$ cat src/rtl/dm_port_arbiter_pkg.sv
// Shared types and constants for the data-memory port arbiter.
package dm_port_arbiter_pkg;

    // Port ownership state.
    typedef enum logic {
        ARB_CPU = 1'b0,
        ARB_M1  = 1'b1
    } arb_state_e;

    // PC presented on the external port during secondary-master beats.
    localparam logic [31:0] M1_PC = 32'h0000_0000;

    // Bits needed to hold counter values 0 .. n-1 (never less than one bit).
    function automatic int cnt_width(input int n);
        return (n <= 2) ? 1 : $clog2(n);
    endfunction

endpackage

$ cat src/rtl/dm_port_arbiter.sv
// Arbitrates the external data-memory port between the CPU M-stage and a
// secondary master (M1). The CPU normally wins; a wait counter forces an M1
// grant after bounded starvation, and m1_lock holds the port for a short burst.
//
// state   | meaning
// --------+---------------------------------------------------------------
// ARB_CPU | CPU has priority; M1 granted only when CPU idle or wait expired
// ARB_M1  | M1 holds the port for a locked burst while m1_req stays high
module dm_port_arbiter
    import dm_port_arbiter_pkg::*;
#(
    parameter int MAX_WAIT  = 8,
    parameter int BURST_MAX = 4
) (
    input  logic        clk,
    input  logic        reset,
    input  logic        cpu_req,
    input  logic [31:0] cpu_addr,
    input  logic [31:0] cpu_wd,
    input  logic [31:0] cpu_pc,
    input  logic [3:0]  cpu_byte_we,
    output logic [31:0] cpu_rd,
    output logic        cpu_stall,
    input  logic        m1_req,
    input  logic        m1_lock,
    input  logic [31:0] m1_addr,
    input  logic [31:0] m1_wd,
    input  logic [3:0]  m1_byte_we,
    output logic        m1_gnt,
    output logic [31:0] m1_rdata,
    output logic        m1_rvalid,
    output logic [31:0] data_addr,
    output logic [31:0] data_wd,
    output logic [31:0] data_pc,
    output logic [3:0]  data_byte_we,
    input  logic [31:0] data_rd
);

    localparam int WW = cnt_width(MAX_WAIT);
    localparam int BW = cnt_width(BURST_MAX);
    localparam logic [WW-1:0] WAIT_SAT  = WW'(MAX_WAIT - 1);
    localparam logic [BW-1:0] BEAT_LAST = BW'(BURST_MAX - 1);
    localparam logic          BURST_EN  = (BURST_MAX > 1);

    arb_state_e    state_q, state_d;
    logic [WW-1:0] wait_cnt_q, wait_cnt_d;
    logic [BW-1:0] beat_cnt_q, beat_cnt_d;
    logic [31:0]   rdata_q, rdata_d;
    logic          rvalid_q, rvalid_d;
    logic          sel_m1;

    // Port owner this cycle; shared by next-state and output logic.
    assign sel_m1 = (state_q == ARB_M1) ? m1_req
                  : (m1_req && (!cpu_req || (wait_cnt_q == WAIT_SAT)));

    // State, counters and M1 read-return registers.
    always_ff @(posedge clk) begin
        if (reset) begin
            state_q    <= ARB_CPU;
            wait_cnt_q <= '0;
            beat_cnt_q <= '0;
            rdata_q    <= '0;
            rvalid_q   <= 1'b0;
        end else begin
            state_q    <= state_d;
            wait_cnt_q <= wait_cnt_d;
            beat_cnt_q <= beat_cnt_d;
            rdata_q    <= rdata_d;
            rvalid_q   <= rvalid_d;
        end
    end

    // Next state: burst tracking, starvation counter, M1 read capture.
    always_comb begin
        state_d    = ARB_CPU;
        beat_cnt_d = '0;
        wait_cnt_d = wait_cnt_q;
        if (sel_m1 || !m1_req) begin
            wait_cnt_d = '0;
        end else if (wait_cnt_q != WAIT_SAT) begin
            wait_cnt_d = wait_cnt_q + WW'(1);
        end
        case (state_q)
            ARB_CPU: begin
                if (sel_m1 && m1_lock && BURST_EN) begin
                    state_d    = ARB_M1;
                    beat_cnt_d = BW'(1);
                end
            end
            ARB_M1: begin
                // beat_cnt_q < BURST_MAX-1 leaves room for one more locked beat.
                if (m1_req && m1_lock && (beat_cnt_q < BEAT_LAST)) begin
                    state_d    = ARB_M1;
                    beat_cnt_d = beat_cnt_q + BW'(1);
                end
            end
            default: ;
        endcase
        rvalid_d = sel_m1 && (m1_byte_we == 4'b0000);
        rdata_d  = rvalid_d ? data_rd : rdata_q;
    end

    // Output mux onto the external port and pipeline stall.
    always_comb begin
        data_addr    = cpu_addr;
        data_wd      = cpu_wd;
        data_pc      = cpu_pc;
        data_byte_we = cpu_byte_we & {4{cpu_req}};
        m1_gnt       = 1'b0;
        if (sel_m1) begin
            data_addr    = m1_addr;
            data_wd      = m1_wd;
            data_pc      = M1_PC;
            data_byte_we = m1_byte_we;
            m1_gnt       = 1'b1;
        end
        cpu_stall = cpu_req && sel_m1;
        cpu_rd    = data_rd;
    end

    assign m1_rdata  = rdata_q;
    assign m1_rvalid = rvalid_q;

endmodule

$ cat config.mk
export PLATFORM = sky130hd
export DESIGN_NAME = dm_port_arbiter
export DESIGN_NICKNAME = d
export VERILOG_FILES = /design/src/rtl/dm_port_arbiter_pkg.sv /design/src/rtl/dm_port_arbiter.sv
export SDC_FILE = /design/constraint.sdc
export NUM_CORES = 1
export LEC_CHECK = 0
export CAP_MARGIN = 5
export CORE_AREA = 2 2 146 148
export CTS_BUF_LIST = sky130_fd_sc_hd__clkbuf_4 sky130_fd_sc_hd__clkbuf_8 sky130_fd_sc_hd__clkbuf_16
export DETAILED_ROUTE_END_ITERATION = 8
export DIE_AREA = 0 0 148 150
export GPL_ROUTABILITY_DRIVEN = 0
export GPL_TIMING_DRIVEN = 0
export PLACE_DENSITY = 0.52
export SYNTH_ARGS = -nofsm -noshare
export SYNTH_HDL_FRONTEND = slang
export SYNTH_SLANG_ARGS = --single-unit
$ cat constraint.sdc
create_clock -name clk -period 4.4 [get_ports clk]
set_input_delay 0.66 -clock clk [delete_from_list [all_inputs] [get_ports clk]]
set_output_delay 0.66 -clock clk [all_outputs]
set_load 0.02 [all_outputs]
==> results.ini, run 1 <==
[run_status]
outcome = finished, final reports clean

[global_routing]
grt_pass1_wl_um = 22300
overflow = 0
grt_usage_pct = 13.1
grt_pass1_vias = 3749
antenna_found_initial = 2
grt_max_degree = 14

[critical_path]
critical_path_class = in2out
worstReg2RegStart = wait_cnt_q[0]
cp.arrival_ns = 3.07
cp-start-kind = input pin
cp-end-kind = primary output
crit_fanout = 10
worstRegToRegCells = 8
cp.required_ns = 3.74
crit_start = cpu_req

[finish]
diodes = 0
mostFrequentLayoutCells = clkdlybuf4s50_1, nand2b_1, mux2_2
final_nets = 904
area_growth_syn_to_layout_pct = 137
layout-drive-gt1-share_pct = 17.8
finalInstanceArea_um2 = 7320
final_common_cell = clkdlybuf4s50_1

[logic_synthesis]
syn-mean-instance-area_um2 = 9.70
ys_seq_elements = 39
synth_edf_count = 0
synth_ff_type = dfxtp_1
yosysSeqAreaShare_pct = 25.2
ys_types = 25
syn-num-nets = 527
syn_area_um2 = 3090
synthCells = 319
async_flop_share_pct = 0
yosysWarnings = 0

[floorplanning]
die_h_um = 150
core_um2 = 20700
dieArea_um2 = 22200
fp-row-count = 53
num_io_pins = 372
start_util_pct = 15.0
die_x_um = 148

[min_path]
hold_class = reg2reg
min_path_cells = 1
worstHoldStart = wait_cnt_q[0]

[clock_network]
post_cts_resized = 0
clock_latency_ns = 0.28
cts_tree = built
htree_levels = 2
cts_hold_buf = 0
clock_path_buffers = 2
clock_sinks = 39
postCtsSetupRepairBufs = 0
cts_made_buffers = 5
clk_pin_slew_ns = 0.06
cts-root-buf = clkbuf_16

[drt]
drt-initial-drc-count = 81
drc = 0
vias_per_cell = 3.69
routed_wirelength_um = 16000
vias = 3591
drt_pass1_iterations = 4
avgRoutedWirePerCell_um = 16.4
antenna_left = 0

[pwr]
total_power_mw = 1.46
sw_frac_of_total_pct = 28.3
leakage_nw = 2.75
p_per_area_nw_per_um2 = 199
pwr-share-clk_pct = 30.1
internal_power_mw = 1.05
combPwrFrac_pct = 45.4
net-switching-power_uw = 413
vdd_drop_max_uv = 125
seqPwrFrac_pct = 24.6

[timing]
min_period_ns = 3.73
setup-violations-final = 0
slew_viol_final = 0
rsz0062_at_grt = false
worstMarginPinSlew_ns = 0.521
worst_slack_ns = 0.672
finalSetupTns_ns = 0
slew-limit-headroom_pct = 65.3
post-route-period-util_pct = 84.7
fmax_mhz = 268
clock_skew_ns = 0.00480
whs_ns = 0.426
finalHoldViolCount = 0

[placement]
post-dp-hpwl_um = 13900
port_buffers = 370
post_dp_cell_area_um2 = 7140
dp_slack_ns = 0.650

[flow_run]
drv_cap = 0

## through the flow
stage	utilization [%]	cells
after CTS	35.4	972
after global routing	35.4	972
after floorplan	-	319
after detailed placement	34.5	964
after global placement	34.5	964
final	35.4	972
## cell usage after synthesis (all sizes together), types with 2 or more instances
master	count	area (um2)
and2	33	206
and3	2	12.5
buf	46	399
clkbuf	9	36.3
dfxtp	39	781
ha	3	37.5
inv	6	22.5
mux2	64	721
mux2i	36	360
nand2	5	18.8
nand2b	66	413
nor2	2	7.51
nor3b	2	31.3
## sequential cells by signal, summed over array words and instances, names as in the netlist
register and count:
m1_rdata 32, beat_cnt_q 2, state_q 1, m1_rvalid 1, wait_cnt_q 3
## final timing paths
path,endpoint,slack [ns]
min,wait_cnt_q[0],0.43
min reg2reg,wait_cnt_q[0],0.43
max,data_wd[23],0.67
max reg2reg,m1_rvalid,2.49
## kinds of logic after synthesis
group / synth area share (%)
and+or+nand+nor: 23.3
muxes: 34.9
buffers and inverters: 14.8
DFF: 25.2
adders and majority gates: 1.21
AOI/OAI and AO/OA: 0.526
## metal layers
metal	GRT usage [%]	up-vias	wire length, um
met1	15.1	1608	6180
met5	0	-	27
met4	3.10	4	261
li1	-	1780	-
met3	4.97	19	1460
met2	23.1	180	8030
## power by group through the flow
stage | Combinational [mW] | Sequential (mW) | Clock (mW)
4_1_cts | 0.670 | 0.359 | 0.460
3_5_place_dp | 0.666 | 0.367 | 0
3_3_place_gp | 0.664 | 0.366 | 0
6_report | 0.662 | 0.359 | 0.439
5_1_grt | 0.697 | 0.359 | 0.479
2_1_floorplan | 0.269 | 0.369 | 0
## critical path: stages
cell	delay (ns)
clkdlybuf4s50_1	0.57
nor3b_4	0.29
nand2b_1	0.14
buf_4	0.14
buf_6	0.17
buf_6	0.17
mux2_2	0.34
clkdlybuf4s50_1	0.56
## final cells by class
cell class                 instances  area (um2)
timing repair buffer             370        3700
tap                              275         344
fill                            2102       13400
clock inverter                     2        38.8
clock buffer                       6         139
sequential                        39         781
buffer                            55         435
inverter                           6        22.5
multi-input combinational        219        1860
(Power assumes the default switching activity.)
==> run 2, diff against run 1 <==
CORE_AREA = 2 2 143 145   (was 2 2 146 148)
DIE_AREA = 0 0 145 147   (was 0 0 148 150)
PLACE_DENSITY = 0.55   (was 0.52)
clock period = 3.03 ns   (was 4.4 ns; I/O delays follow)
==> results.ini, run 2 (synthesis gave the netlist of run 1 again) <==
[timing]
finalHoldViolCount = 0
clock_skew_ns = 0.00294
slew_viol_final = 0
min_period_ns = 2.94
worst_slack_ns = 0.0921
whs_ns = 0.427
rsz0062_at_grt = true
worstMarginPinSlew_ns = 0.552
setup-violations-final = 0
slew-limit-headroom_pct = 63.2
fmax_mhz = 340
post-route-period-util_pct = 97.0

[finish]
mostFrequentLayoutCells = clkdlybuf4s50_1, dlygate4sd2_1, nand2b_1
finalNonFillerCells = 970
final_common_cell = clkdlybuf4s50_1
area_growth_syn_to_layout_pct = 130
largest_reg_flops = 32
finalInstanceArea_um2 = 7120
layout-drive-gt1-share_pct = 21.2
final_nets = 904

[drt]
drc = 0
avgRoutedWirePerCell_um = 16.9
vias_per_cell = 3.76
drt-initial-drc-count = 79
drt_pass1_iterations = 4
antenna_left = 0
vias = 3644
routed_wirelength_um = 16400

[critical_path]
r2r-end = beat_cnt_q[0]
cp-start-kind = register
critical_path_class = reg2out
cp.required_ns = 2.58
r2r_slack_ns = 1.20
cp.arrival_ns = 2.48
crit_fanout = 10
cp-end-kind = primary output
worstRegToRegCells = 8
worstReg2RegStart = wait_cnt_q[0]

[pwr]
p_per_area_nw_per_um2 = 284
total_power_mw = 2.02
vdd_drop_max_uv = 157
leakage_nw = 2.91

[global_routing]
grt_max_degree = 13
grt_pass1_vias = 3939
grt_pass1_wl_um = 24200
overflow = 0
grt_usage_pct = 14.7
antenna_found_initial = 5

[min_path]
min_path_cells = 1
hold_class = reg2reg
hold_end = wait_cnt_q[0]
worstHoldStart = wait_cnt_q[0]

[clock_network]
htree_levels = 2
postCtsSetupRepairBufs = 0
clk_pin_slew_ns = 0.06
clock_sinks = 39
clock_path_buffers = 2
clock_latency_ns = 0.28
cts-root-buf = clkbuf_16
cts_made_buffers = 5
cts_tree = built

[placement]
placed_cells_incl_taps = 959
dp_slack_ns = -0.328
post-dp-hpwl_um = 14300
post_dp_cell_area_um2 = 7140
port_buffers = 370

[floorplanning]
core_um2 = 19800
start_util_pct = 15.6
num_io_pins = 372
fp-row-count = 52
dieArea_um2 = 21300
die_h_um = 147
die_x_um = 145

[flow_run]
drv_cap = 0

[run_status]
outcome = finished, final reports clean

[run 2: cell types whose count changed in the layout (fill, tap and decap cells not counted), moves of 2 or more]
cell / change
clkdlybuf4s50_1: -103
dlygate4sd2_1: +77
buf_2: +2
diode_2: +3
clkbuf_2: +20
buf_6: -2
[run 2: layout make-up]
cell class,count,area [um2]
buffer,55,450
antenna,3,7.51
multi-input combinational,219,1860
clock buffer,6,139
timing repair buffer,370,3500
clock inverter,2,35.0
tap,270,338
inverter,6,22.5
fill,2023,12700
sequential,39,781
[run 2: through the flow]
stage	util, %	TNS (ns)
floorplan	-	0
global placement	36.0	-17.44
detailed placement	36.0	-19.67
CTS	36.3	0
global route	35.9	-0.172
finish	35.9	0
[run 2: what timing repair did]
item | CTS | global route
pin swaps | 1 | 1
hold buffers | 0 | 0
gates resized for setup | 118 | 41
setup endpoints to repair | 102 | 26
[run 2: report_power, final]
part	switching (mW)	internal [mW]
Combinational	0.371	0.509
Sequential	0.00309	0.518
Clock	0.212	0.410
[run 2: how the worst max path moves through the flow]
| stage | start | to | cells after the start |
|---|---|---|---|
| floorplan | wait_cnt_q[0] | data_byte_we[0] | 8 |
| global placement | cpu_req | data_byte_we[2] | 8 |
| detailed placement | cpu_req | data_byte_we[2] | 8 |
| CTS | wait_cnt_q[0] | data_wd[25] | 9 |
| global route | wait_cnt_q[0] | data_addr[4] | 9 |
| finish | wait_cnt_q[0] | data_addr[4] | 9 |
[run 2: critical path, stage by stage, from the launching register on]
cell and delay, ns:
dfxtp_1 0.31, ha_1 0.20, ha_1 0.21, nor3b_4 0.26
nand2b_1 0.15, buf_4 0.15, buf_12 0.14, buf_6 0.16
mux2_2 0.34, clkdlybuf4s15_2 0.26
[run 2: layer usage]
| layer | part of all wire [%] | up-vias | GRT usage (%) |
|---|---|---|---|
| li1 | - | 1788 | - |
| met1 | 41 | 1649 | 17.4 |
| met2 | 48 | 181 | 25.2 |
| met3 | 9.5 | 20 | 6.15 |
| met4 | 1.5 | 6 | 2.82 |
| met5 | 0.22 | - | 0 |
==> run 3, diff against run 2 <==
ABC_AREA = 1   (was unset)
==> results.ini, run 3 <==
[run_status]
outcome = finished, final reports clean

[timing]
finalHoldViolCount = 0
rsz0062_at_grt = true
fmax_mhz = 342
min_period_ns = 2.92
slew-limit-headroom_pct = 64.2
post-route-period-util_pct = 96.5
worst_slack_ns = 0.107
clock_skew_ns = 0.00859
worstMarginPinSlew_ns = 0.536
setup-violations-final = 0
finalSetupTns_ns = 0
slew_viol_final = 0

[critical_path]
critical_path_class = reg2out
cp.required_ns = 2.58
cp.arrival_ns = 2.47
cp-end-kind = primary output
crit_fanout = 10
cp-start-kind = register

[drt]
drc = 0
vias_per_cell = 3.81
drt_pass1_iterations = 4
vias = 4646
antenna_left = 0
routed_wirelength_um = 19400
drt-initial-drc-count = 103
avgRoutedWirePerCell_um = 15.9

[pwr]
leakage_nw = 3.78
internal_power_mw = 1.53
vdd_drop_max_uv = 225
sw_frac_of_total_pct = 30.9
combPwrFrac_pct = 45.0
pwr-share-clk_pct = 31.3
net-switching-power_uw = 683
p_per_area_nw_per_um2 = 300
seqPwrFrac_pct = 23.7
total_power_mw = 2.21

[logic_synthesis]
yosysSeqAreaShare_pct = 25.4
synthTopCellsByCount = nand2_1, nor2_1, inv_1
yosysTopAreaCell = nand2_1
synth_ff_type = dfxtp_1
syn-mean-instance-area_um2 = 5.40
syn_area_um2 = 3070
synth_top_area_share_pct = 28.7
synth.top_cells.by_area = nand2_1, dfxtp_1, nor2_1
syn-num-nets = 777
yosys.cell_count.top_type = nand2_1
ys_types = 19
synthCells = 569
yosysWarnings = 0
async_flop_share_pct = 0
synth_edf_count = 0
ys_seq_elements = 39

[clock_network]
cts_hold_buf = 0
clock_path_buffers = 2
clock_sinks = 39
cts_made_buffers = 5
postCtsSetupRepairBufs = 0
htree_levels = 2
cts_tree = built
clock_latency_ns = 0.28
cts-root-buf = clkbuf_16
clk_pin_slew_ns = 0.05

[floorplanning]
core_um2 = 19800
num_io_pins = 372
die_x_um = 145
fp-row-count = 52
dieArea_um2 = 21300
start_util_pct = 15.5
die_h_um = 147

[finish]
layout-drive-gt1-share_pct = 7.81
largest_reg_flops = 32
final_nets = 1155
mostFrequentLayoutCells = clkdlybuf4s50_1, nand2_1, nor2_1
multi_input_area_um2 = 1580
area_growth_syn_to_layout_pct = 140
final_common_cell = clkdlybuf4s50_1
fillers = 2184
regArea_um2 = 781

[global_routing]
antenna_found_initial = 2
grt_usage_pct = 17.5
grt_pass1_wl_um = 28000
grt_max_degree = 13
grt_pass1_vias = 4565
overflow = 0

[flow_run]
drv_cap = 0

[placement]
dp_slack_ns = -0.341
port_buffers = 371
post-dp-hpwl_um = 16300

[min_path]
hold_class = reg2reg

==> run 3: critical path: stages (launching register included) <==
cell and delay, ns:
dfxtp_1 0.31, ha_1 0.20, ha_1 0.23, nor2_2 0.21, a21oi_4 0.10, buf_6 0.18, buf_4 0.19, nor2_1 0.12
clkdlybuf4s50_1 0.65
==> run 3: per-stage QoR <==
step                      hold slack [ns]  area [um2]  util [%]  std cells
after floorplan                     0.397        3070         -        569
after global placement              0.413        7120      35.9       1210
after detailed placement            0.416        7120      35.9       1210
after CTS                           0.424        7300      36.8       1218
after global routing                0.441        7380      37.2       1219
final                               0.419        7390      37.2       1220
==> run 3: final timing paths <==
path | from | end | cells after the start | slack, ns
worst max-delay path | wait_cnt_q[0] | data_pc[31] | 8 | 0.11
worst min-delay path | wait_cnt_q[0] | wait_cnt_q[0] | 1 | 0.42
worst max register to register | wait_cnt_q[0] | m1_rdata[15] | 9 | 1.33
worst min register to register | wait_cnt_q[0] | wait_cnt_q[0] | 1 | 0.42
==> run 3: power by group through the flow <==
stage / Combinational (mW) / Clock (mW) / Sequential, mW
5_1_grt: 1.07 / 0.733 / 0.526
3_5_place_dp: 1.03 / 0 / 0.537
2_1_floorplan: 0.396 / 0 / 0.544
6_report: 0.997 / 0.692 / 0.525
3_3_place_gp: 1.03 / 0 / 0.536
4_1_cts: 1.01 / 0.711 / 0.525
==> run 3: layer usage <==
metal | share of wire (%) | vias up | GRT usage (%)
li1 | - | 2395 | -
met3 | 10 | 16 | 7.27
met1 | 39 | 2011 | 19.3
met5 | 0 | - | 0
met4 | 1.7 | 0 | 4.01
met2 | 49 | 224 | 31.3
==> run 3: final cells by class <==
class                           count  area share [%]
Multi-Input combinational cell    391            21.4
Clock buffer                        6            1.80
Buffer                             63            6.37
Clock inverter                      2           0.813
Inverter                           76            3.86
Sequential cell                    39            10.6
Tap cell                          270            4.57
Timing Repair Buffer              371            50.5
Antenna cell                        2          0.0678
==> run 3: kinds of logic (layout without fill, tap and decap cells) <==
group	count (synthesis)	in the layout	share of synthesized area (%)
AOI/OAI and AO/OA	7	7	1.26
adders and majority gates	3	3	1.22
buffers and inverters	139	518	23.5
DFF	39	39	25.4
other	0	2	0
and+or+nand+nor	381	381	48.6
==> run 3: timing repair <==
action,in CTS,in global routing
endpoints found under the setup margin,98,41
pin swaps,0,1
gates resized for setup,46,32
